`config.mk`:
```
export PLATFORM = sky130hd
export DESIGN_NAME = config_stream_loader
export DESIGN_NICKNAME = d
export VERILOG_FILES = /design/src/rtl/config_stream_loader.sv
export SDC_FILE = /design/constraint.sdc
export NUM_CORES = 1
export LEC_CHECK = 0
export ABC_AREA = 1
export CORE_MARGIN = 1.5
export CORE_UTILIZATION = 55
export DETAILED_ROUTE_END_ITERATION = 12
export DONT_BUFFER_PORTS = 1
export PLACE_DENSITY = 0.74
export SYNTH_ARGS = -nofsm -noshare
export SYNTH_HDL_FRONTEND = slang
export SYNTH_SLANG_ARGS = --single-unit
```
`constraint.sdc`:
```
create_clock -name clk -period 2.3 [get_ports clk]
set_input_delay 0.46 -clock clk [delete_from_list [all_inputs] [get_ports clk]]
set_output_delay 0.46 -clock clk [all_outputs]
set_load 0.005 [all_outputs]
```
`src/rtl/config_stream_loader.sv`:
```
// Bit-serial configuration loader: deserializes header + address/data frames and
// presents each pair on the shared tile config bus for HOLD_CYCLES cycles.
`timescale 1ns/1ps
module config_stream_loader #(
  parameter logic [31:0] IDLE_ADDR   = 32'h0000_0000,
  parameter int unsigned HOLD_CYCLES = 1,
  parameter logic [15:0] MAGIC       = 16'hA5C3
) (
  input  logic        clk,
  input  logic        reset,
  input  logic        start,
  input  logic        bit_in,
  input  logic        bit_valid,
  output logic        bit_ready,
  output logic [31:0] config_addr,
  output logic [31:0] config_data,
  output logic        busy,
  output logic        done,
  output logic        error,
  output logic [15:0] words_loaded
);

  typedef enum logic [2:0] {
    S_IDLE, S_HEADER, S_ADDR, S_DATA, S_ISSUE, S_DONE, S_ERROR
  } state_e;

  localparam logic [3:0] HOLD_LAST = 4'(HOLD_CYCLES - 1);

  state_e      state_q, state_d;
  logic [5:0]  cnt_q, cnt_d;
  logic [30:0] shift_q, shift_d;
  logic [15:0] nframes_q, nframes_d;
  logic [31:0] addr_q, addr_d;
  logic [31:0] bus_addr_q, bus_addr_d;
  logic [31:0] bus_data_q, bus_data_d;
  logic [3:0]  hold_q, hold_d;
  logic [15:0] words_q, words_d;

  logic        take, last_bit;
  logic [31:0] word;

  assign bit_ready = (state_q == S_HEADER) || (state_q == S_ADDR) || (state_q == S_DATA);
  assign busy      = bit_ready || (state_q == S_ISSUE);
  assign done      = (state_q == S_DONE);
  assign error     = (state_q == S_ERROR);

  assign config_addr  = bus_addr_q;
  assign config_data  = bus_data_q;
  assign words_loaded = words_q;

  // word is the full 32-bit value including the bit being accepted this edge
  assign take     = bit_valid & bit_ready;
  assign word     = {shift_q, bit_in};
  assign last_bit = take && (cnt_q == 6'd31);

  always_comb begin
    state_d    = state_q;
    cnt_d      = cnt_q;
    shift_d    = shift_q;
    nframes_d  = nframes_q;
    addr_d     = addr_q;
    bus_addr_d = bus_addr_q;
    bus_data_d = bus_data_q;
    hold_d     = hold_q;
    words_d    = words_q;

    if (take) begin
      shift_d = word[30:0];
      cnt_d   = cnt_q + 6'd1;
    end

    unique case (state_q)
      S_IDLE: begin
        words_d = '0;
        cnt_d   = '0;
        if (start) state_d = S_HEADER;
      end
      S_HEADER: begin
        if (last_bit) begin
          nframes_d = word[15:0];
          if (word[31:16] != MAGIC)   state_d = S_ERROR;
          else if (word[15:0] == '0)  state_d = S_DONE;
          else                        state_d = S_ADDR;
        end
      end
      S_ADDR: begin
        if (last_bit) begin
          addr_d  = word;
          state_d = S_DATA;
        end
      end
      S_DATA: begin
        if (last_bit) begin
          bus_addr_d = addr_q;
          bus_data_d = word;
          state_d    = S_ISSUE;
        end
      end
      S_ISSUE: begin
        if (hold_q == HOLD_LAST) begin
          words_d    = words_q + 16'd1;
          bus_addr_d = IDLE_ADDR;
          bus_data_d = '0;
          state_d    = (words_d == nframes_q) ? S_DONE : S_ADDR;
        end else begin
          hold_d = hold_q + 4'd1;
        end
      end
      S_DONE, S_ERROR: begin
        if (start) begin
          words_d = '0;
          state_d = S_HEADER;
        end
      end
      default: state_d = S_IDLE;
    endcase

    // every state starts its own bit/hold count from zero
    if (state_d != state_q) begin
      cnt_d  = '0;
      hold_d = '0;
    end
  end

  always_ff @(posedge clk or negedge reset) begin
    if (!reset) begin
      state_q    <= S_IDLE;
      cnt_q      <= '0;
      shift_q    <= '0;
      nframes_q  <= '0;
      addr_q     <= '0;
      bus_addr_q <= IDLE_ADDR;
      bus_data_q <= '0;
      hold_q     <= '0;
      words_q    <= '0;
    end else begin
      state_q    <= state_d;
      cnt_q      <= cnt_d;
      shift_q    <= shift_d;
      nframes_q  <= nframes_d;
      addr_q     <= addr_d;
      bus_addr_q <= bus_addr_d;
      bus_data_q <= bus_data_d;
      hold_q     <= hold_d;
      words_q    <= words_d;
    end
  end

endmodule
```
* Word-level counts from Yosys, hierarchy flattened
Index checks and enable logic that the tools add are counted.
Operators by class: bitwise operators 1, multiplexer cells 23, reductions and logical operators 18, eq/ne operators 14, $add $sub $neg 3
Operators by type and width (number):
- $pmux 32 s2 | 2
- $mux 32 | 3
- $pmux 16 s3 | 1
- $mux 16 | 2
- $mux 3 | 8
- $mux 6 | 3
- $add 16x1->16 const B | 1
- $eq 16x16->1 | 1
- $logic_not 16->1 | 1
- $ne 16x16->1 const B | 1
- $pmux 3 s5 | 1
- $mux 4 | 3
- $eq 3x3->1 const B | 3
- $add 6x1->6 const B | 1
- $eq 3x2->1 const B | 2
- $eq 6x5->1 const B | 1
- $reduce_and 2->1 | 3
- $reduce_and 3->1 | 2
- $reduce_bool 3->1 | 2
- $add 4x1->4 const B | 1
- $logic_not 4->1 | 1
- $ne 2x1->1 const B | 2
- $ne 2x2->1 const B | 2
- $reduce_bool 2->1 | 2
- 8 further kinds | 10
Word-level totals: register bits 172, output and inout port bits 84

* Depth between registers and ports, before layout
Gate-level depths: netlist of the first run.
depth in word-level cells 10, depth in mapped cells 18

* Worst setup path after synthesis of the first run
Ideal clock, no wire load.
kind flip-flop to flip-flop, start point reg words_q[0], in the netlist words_loaded[0], end point reg cnt_q[0], stages on the path, launching flop included 16, clock period less this slack 2.013 ns, setup slack 0.287 ns, data arrival time 1.940 ns, buffers on the path 0, cell sequence dfrtp_1 ha_1 nand2_1 nor2_2 nand3_1 xor3_1 nand2_1 nor2_1 nand3_1 nand2_1 nand2_2 nand2_1 nand2_1 inv_2 nand3_4 nor2_1
Between the ends: word-level cells in the longest chain between the ends 7, elaborated cells on any way between the ends 8, classes of those cells add/sub (1); eq/ne (2); mux (4); reduce/logical (1)
Ends and longest elaborated chain:
- start, declared | line 37 | logic [15:0] words_q, words_d;
- start signal, assigned | line 145 | words_q <= words_d;
- $add 16x1->16 (*) | line 101 | words_d = words_q + 16'd1;
- $eq 16x16->1 (*) | line 104 | state_d = (words_d == nframes_q) ? S_DONE : S_ADDR;
- $mux 3 (*) | line 104
- $mux 3 (*) | line 100 | if (hold_q == HOLD_LAST) begin
- $pmux 3 s5 (*) | line 72 | unique case (state_q)
- via state_d[1] | line 29 | state_e state_q, state_d;
- $ne 3x3->1 (*) | line 119 | if (state_d != state_q) begin
- $reduce_bool 3->1 (no line) or $mux 6 (tied branches)
- end signal, assigned | line 138 | cnt_q <= cnt_d;
- end, declared | line 30 | logic [5:0] cnt_q, cnt_d;
The timed path passes the listed nets; every way through them passes the cells marked *. A chain may end at the register's enable or synchronous reset.

* Final worst setup path of the first run
start point reg words_q[2], in the netlist words_loaded[2], end point reg cnt_q[5]
The elaborated chain is that of the path after synthesis.

==> impl_metrics.json, run 1 <==
{
  "synth_xor_area_share_pct": 1.422,
  "slew_violations": 0,
  "status": "complete, but fails checks",
  "final_hold_viol_count": 172,
  "area_growth_pct": 14.02,
  "yosys.area_share.simple_pct": 24.85,
  "clk_pin_slew_worst_paths_ns": 0.06,
  "drv_cap": 0,
  "grt_pass1_vias": 5787,
  "vias_per_cell": 5.735,
  "reg2reg_to": "cnt_q[5]$_DFFE_PN0P_",
  "clock_skew_ns": 0.007156,
  "p_leak_nw": 4.088,
  "port_buffers": 0,
  "startpoint_type": "flip-flop",
  "crit_fanout": 7,
  "synth.top_cell.area_share_pct": 56.88,
  "post-dp-hpwl_um": 11410,
  "drive_gt1_share_pct": 12.94,
  "setup_viol": 0,
  "clock_sinks": 172,
  "cp.required_ns": 2.65,
  "slew-limit-headroom_pct": 61.43,
  "cts_tree": "yes",
  "dpl.cell_count": 1026,
  "cts.path.max_buffers": 2,
  "tightestPinTransition_ns": 0.5785,
  "synth-seq-cells": 172,
  "fin_nets": 885,
  "syn_area_per_cell_um2": 8.708,
  "die_y_um": 120.3,
  "cp-startpoint": "words_loaded[2]$_DFFE_PN0P_",
  "pre_cts_ws_ns": -0.04535,
  "worst_path_largest_cell_delay_ns": 0.45,
  "synth-adder-area-share_pct": 0.6614,
  "arrival_ns": 2.64,
  "critPathCaptureType": "flip-flop",
  "crit_type": "reg2reg",
  "min_period_ns": 2.287,
  "netlist_area_um2": 7567,
  "ys_types": 32,
  "clock_latency_ns": 0.42,
  "violations": "hold timing",
  "drc": 0,
  "wl_um": 17870,
  "synth_compound_area_share_pct": 10.12,
  "overflow": 0,
  "ant_nets": 0,
  "die_x_um": 120.3,
  "crit_chain": "nand2_2, nor2_4, nand2_4, nor2_4, nand2_1, nand2_2, nand2_2, nand2_2, nand2_2, nor2_2, nand3_2, nand2_2, nand2_2, nand2_1, nand2_1, inv_2, nand3_4, nor2_2",
  "io-pin-count": 89,
  "root_buffer": "clkbuf_16",
  "synth.area.mux_share_pct": 0,
  "ys_seq_area_share_pct": 56.88,
  "hold_path_class": "in2async",
  "whs_ns": -0.2704,
  "routabilityCongestion": 0.8931,
  "antenna_found_initial": 0,
  "grtUsageTotal_pct": 25.04,
  "ys.warnings.count": 0,
  "ff2ff_path_depth": 18,
  "core.rowCount": 42,
  "ir_worst_vdd_v": 0.0005635,
  "synth.area.top_cells": "dfrtp_1 57%, nand2_1 9.8%, nand3_1 8.6%",
  "die_area_um2": 14470,
  "rrSetupSlack_ns": 0.01,
  "yosysTopAreaCell": "dfrtp_1",
  "initial_core_util_pct": 56.69,
  "r2r-start": "words_loaded[2]$_DFFE_PN0P_",
  "vias": 6108,
  "synth_flop_cell": "dfrtp_1",
  "p_per_area_nw_per_um2": 782.2,
  "synth.net_count": 878,
  "grt_max_degree": 173,
  "power_mw": 6.749,
  "max_freq_mhz": 437.2,
  "synth_edf_count": 0,
  "worst_slack_ns": 0.01264,
  "synth_top_family_by_area": "simple AND/OR/NAND/NOR gates",
  "grt_pass1_wl_um": 28630,
  "finalCritPeriodShare_pct": 99.45,
  "diodes": 0,
  "numCtsBuffers": 17,
  "drt-initial-drc-count": 572,
  "dr.pass1.iters": 5,
  "drt-wirelength-per-cell_um": 16.78,
  "htreeDepth": 4,
  "finalNonFillerCells": 1065,
  "critical_path.most_common_cell": "nand2_2",
  "synth_cells": 869,
  "synthArstFlopShare_pct": 100.0,
  "core_area_um2": 13350,
  "crit_path_top_delay_cell": "dfrtp_2",
  "rsz0062_at_grt": "true"
}
[sequential cells by signal, indices dropped and copies added, names as in the netlist]
register and cells:
addr_q 32, cnt_q 6, config_addr 32, config_data 32, hold_q 4, nframes_q 16
shift_q 31, state_q 3, words_loaded 16
[stage by stage]
stage | setup TNS, ns | instance area, um^2 | util [%]
2_1_floorplan | 0 | 7567 | -
3_3_place_gp | 0 | 7823 | 58.61
3_5_place_dp | -0.1040 | 7823 | 58.61
4_1_cts | 0 | 8456 | 63.35
5_1_grt | -1.277 | 8628 | 64.64
6_report | 0 | 8628 | 64.64
[where the power goes]
part / switching [mW] / internal (mW) / total (mW)
clock: 1.15 / 1.86 / 3.00
combinational: 0.321 / 0.147 / 0.468
sequential: 0.107 / 3.17 / 3.28
[cells in the final DEF, fill, tap and decap left out, types with 2 or more instances in the layout]
cell,count
nand2_1,186
dfrtp_1,168
o21ai_0,126
nand3_1,123
inv_1,80
nor2_1,29
buf_4,23
nand4_1,18
clkbuf_16,17
nor2_2,14
nand2_2,14
a21oi_1,10
o22ai_1,8
nand3_2,7
nor2_4,6
nand3b_1,6
xor2_1,5
clkbuf_8,5
dfrtp_2,4
inv_2,3
ha_1,3
bufinv_16,3
clkinv_4,3
o21ai_1,2
nand2_4,2
xnor2_1,2
nor3_1,2
or2_2,2
nand3_4,2
clkinv_2,2
buf_12,2
[Yosys cell counts, types with 2 or more instances]
master    number
nor2_4         3
nand2_2        4
buf_1          5
nand2_1      197
o22ai_1        8
o21ai_0      127
nor2_2         9
nand3b_1       6
or2_2          2
inv_1         80
clkbuf_1      33
xnor2_1        2
inv_2          3
nand4_1       18
nand3_1      130
xor2_1         5
ha_1           4
a21oi_1       10
nor3_1         3
nor2_1        37
dfrtp_1      172
[kinds of logic (layout without fill, tap and decap cells)]
group	Yosys count	after routing
AO/OA/AOI/OAI	149	149
XOR/XNOR	9	9
adder cells (fa/ha/maj)	4	4
buffers and inverters	122	141
flip-flops	172	172
AND/OR/NAND/NOR	413	414
[repair_timing]
| item | in CTS | in global routing |
|---|---|---|
| cloned | 0 | 1 |
| pin swaps | 0 | 14 |
| buffers inserted | 0 | 6 |
| setup endpoints to repair | 10 | 10 |
| hold endpoints to repair | 172 | 172 |
| gates resized for setup | 1 | 36 |
[worst max path at each step]
stage                      endpoint  slack [ns]
6_report       cnt_q[5]$_DFFE_PN0P_        0.01
3_5_place_dp   cnt_q[0]$_DFFE_PN0P_       -0.05
4_1_cts        cnt_q[0]$_DFFE_PN0P_       0.008
5_1_grt        cnt_q[5]$_DFFE_PN0P_       -0.16
3_3_place_gp   cnt_q[5]$_DFFE_PN0P_        0.09
2_1_floorplan  cnt_q[0]$_DFFE_PN0P_        0.29
[layer usage]
| layer | GRT usage (%) | wire [um] | vias to the layer above |
|---|---|---|---|
| li1 | - | - | 2896 |
| met1 | 34.13 | 7783 | 2944 |
| met2 | 38.89 | 8377 | 237 |
| met3 | 7.217 | 1419 | 31 |
| met4 | 8.529 | 287 | 0 |
| met5 | 0 | 0 | - |
[worst max-delay path, delay by kind of cell (launching register included)]
| family | cells | cell delay, ns |
|---|---|---|
| buffers and inverters | 1 | 0.10 |
| DFF | 1 | 0.45 |
| and+or+nand+nor | 17 | 1.66 |
[layout make-up]
cell class,instances,area [um^2]
clock inverters,9,133.9
repair buffers,26,224.0
fillers,1077,4720
clock buffers,23,498.0
inverters,83,311.5
multi-input cells,576,2932
flip-flops and latches,172,4309
well taps,176,220.2
No activity file was read; power rests on OpenSTA's default activity.
==> run 2: changes to the inputs <==
--- a/config.mk
+++ b/config.mk
@@ -11,6 +11,8 @@
 export DETAILED_ROUTE_END_ITERATION = 12
 export DONT_BUFFER_PORTS = 1
 export PLACE_DENSITY = 0.74
+export SKIP_CTS_REPAIR_TIMING = 1
+export SLEW_MARGIN = 20
 export SYNTH_ARGS = -nofsm -noshare
 export SYNTH_HDL_FRONTEND = slang
 export SYNTH_SLANG_ARGS = --single-unit
==> results of run 2 <==
No change in the layout: final DEF, timing and power equal those of run 1.
Main changes from that run: wire length of the first global-routing pass 28630 um -> 28610 um; overall routing resource usage 25.04% -> 25.03%; met1 usage 34.13% -> 34.06%; met3 usage 7.217% -> 7.264%
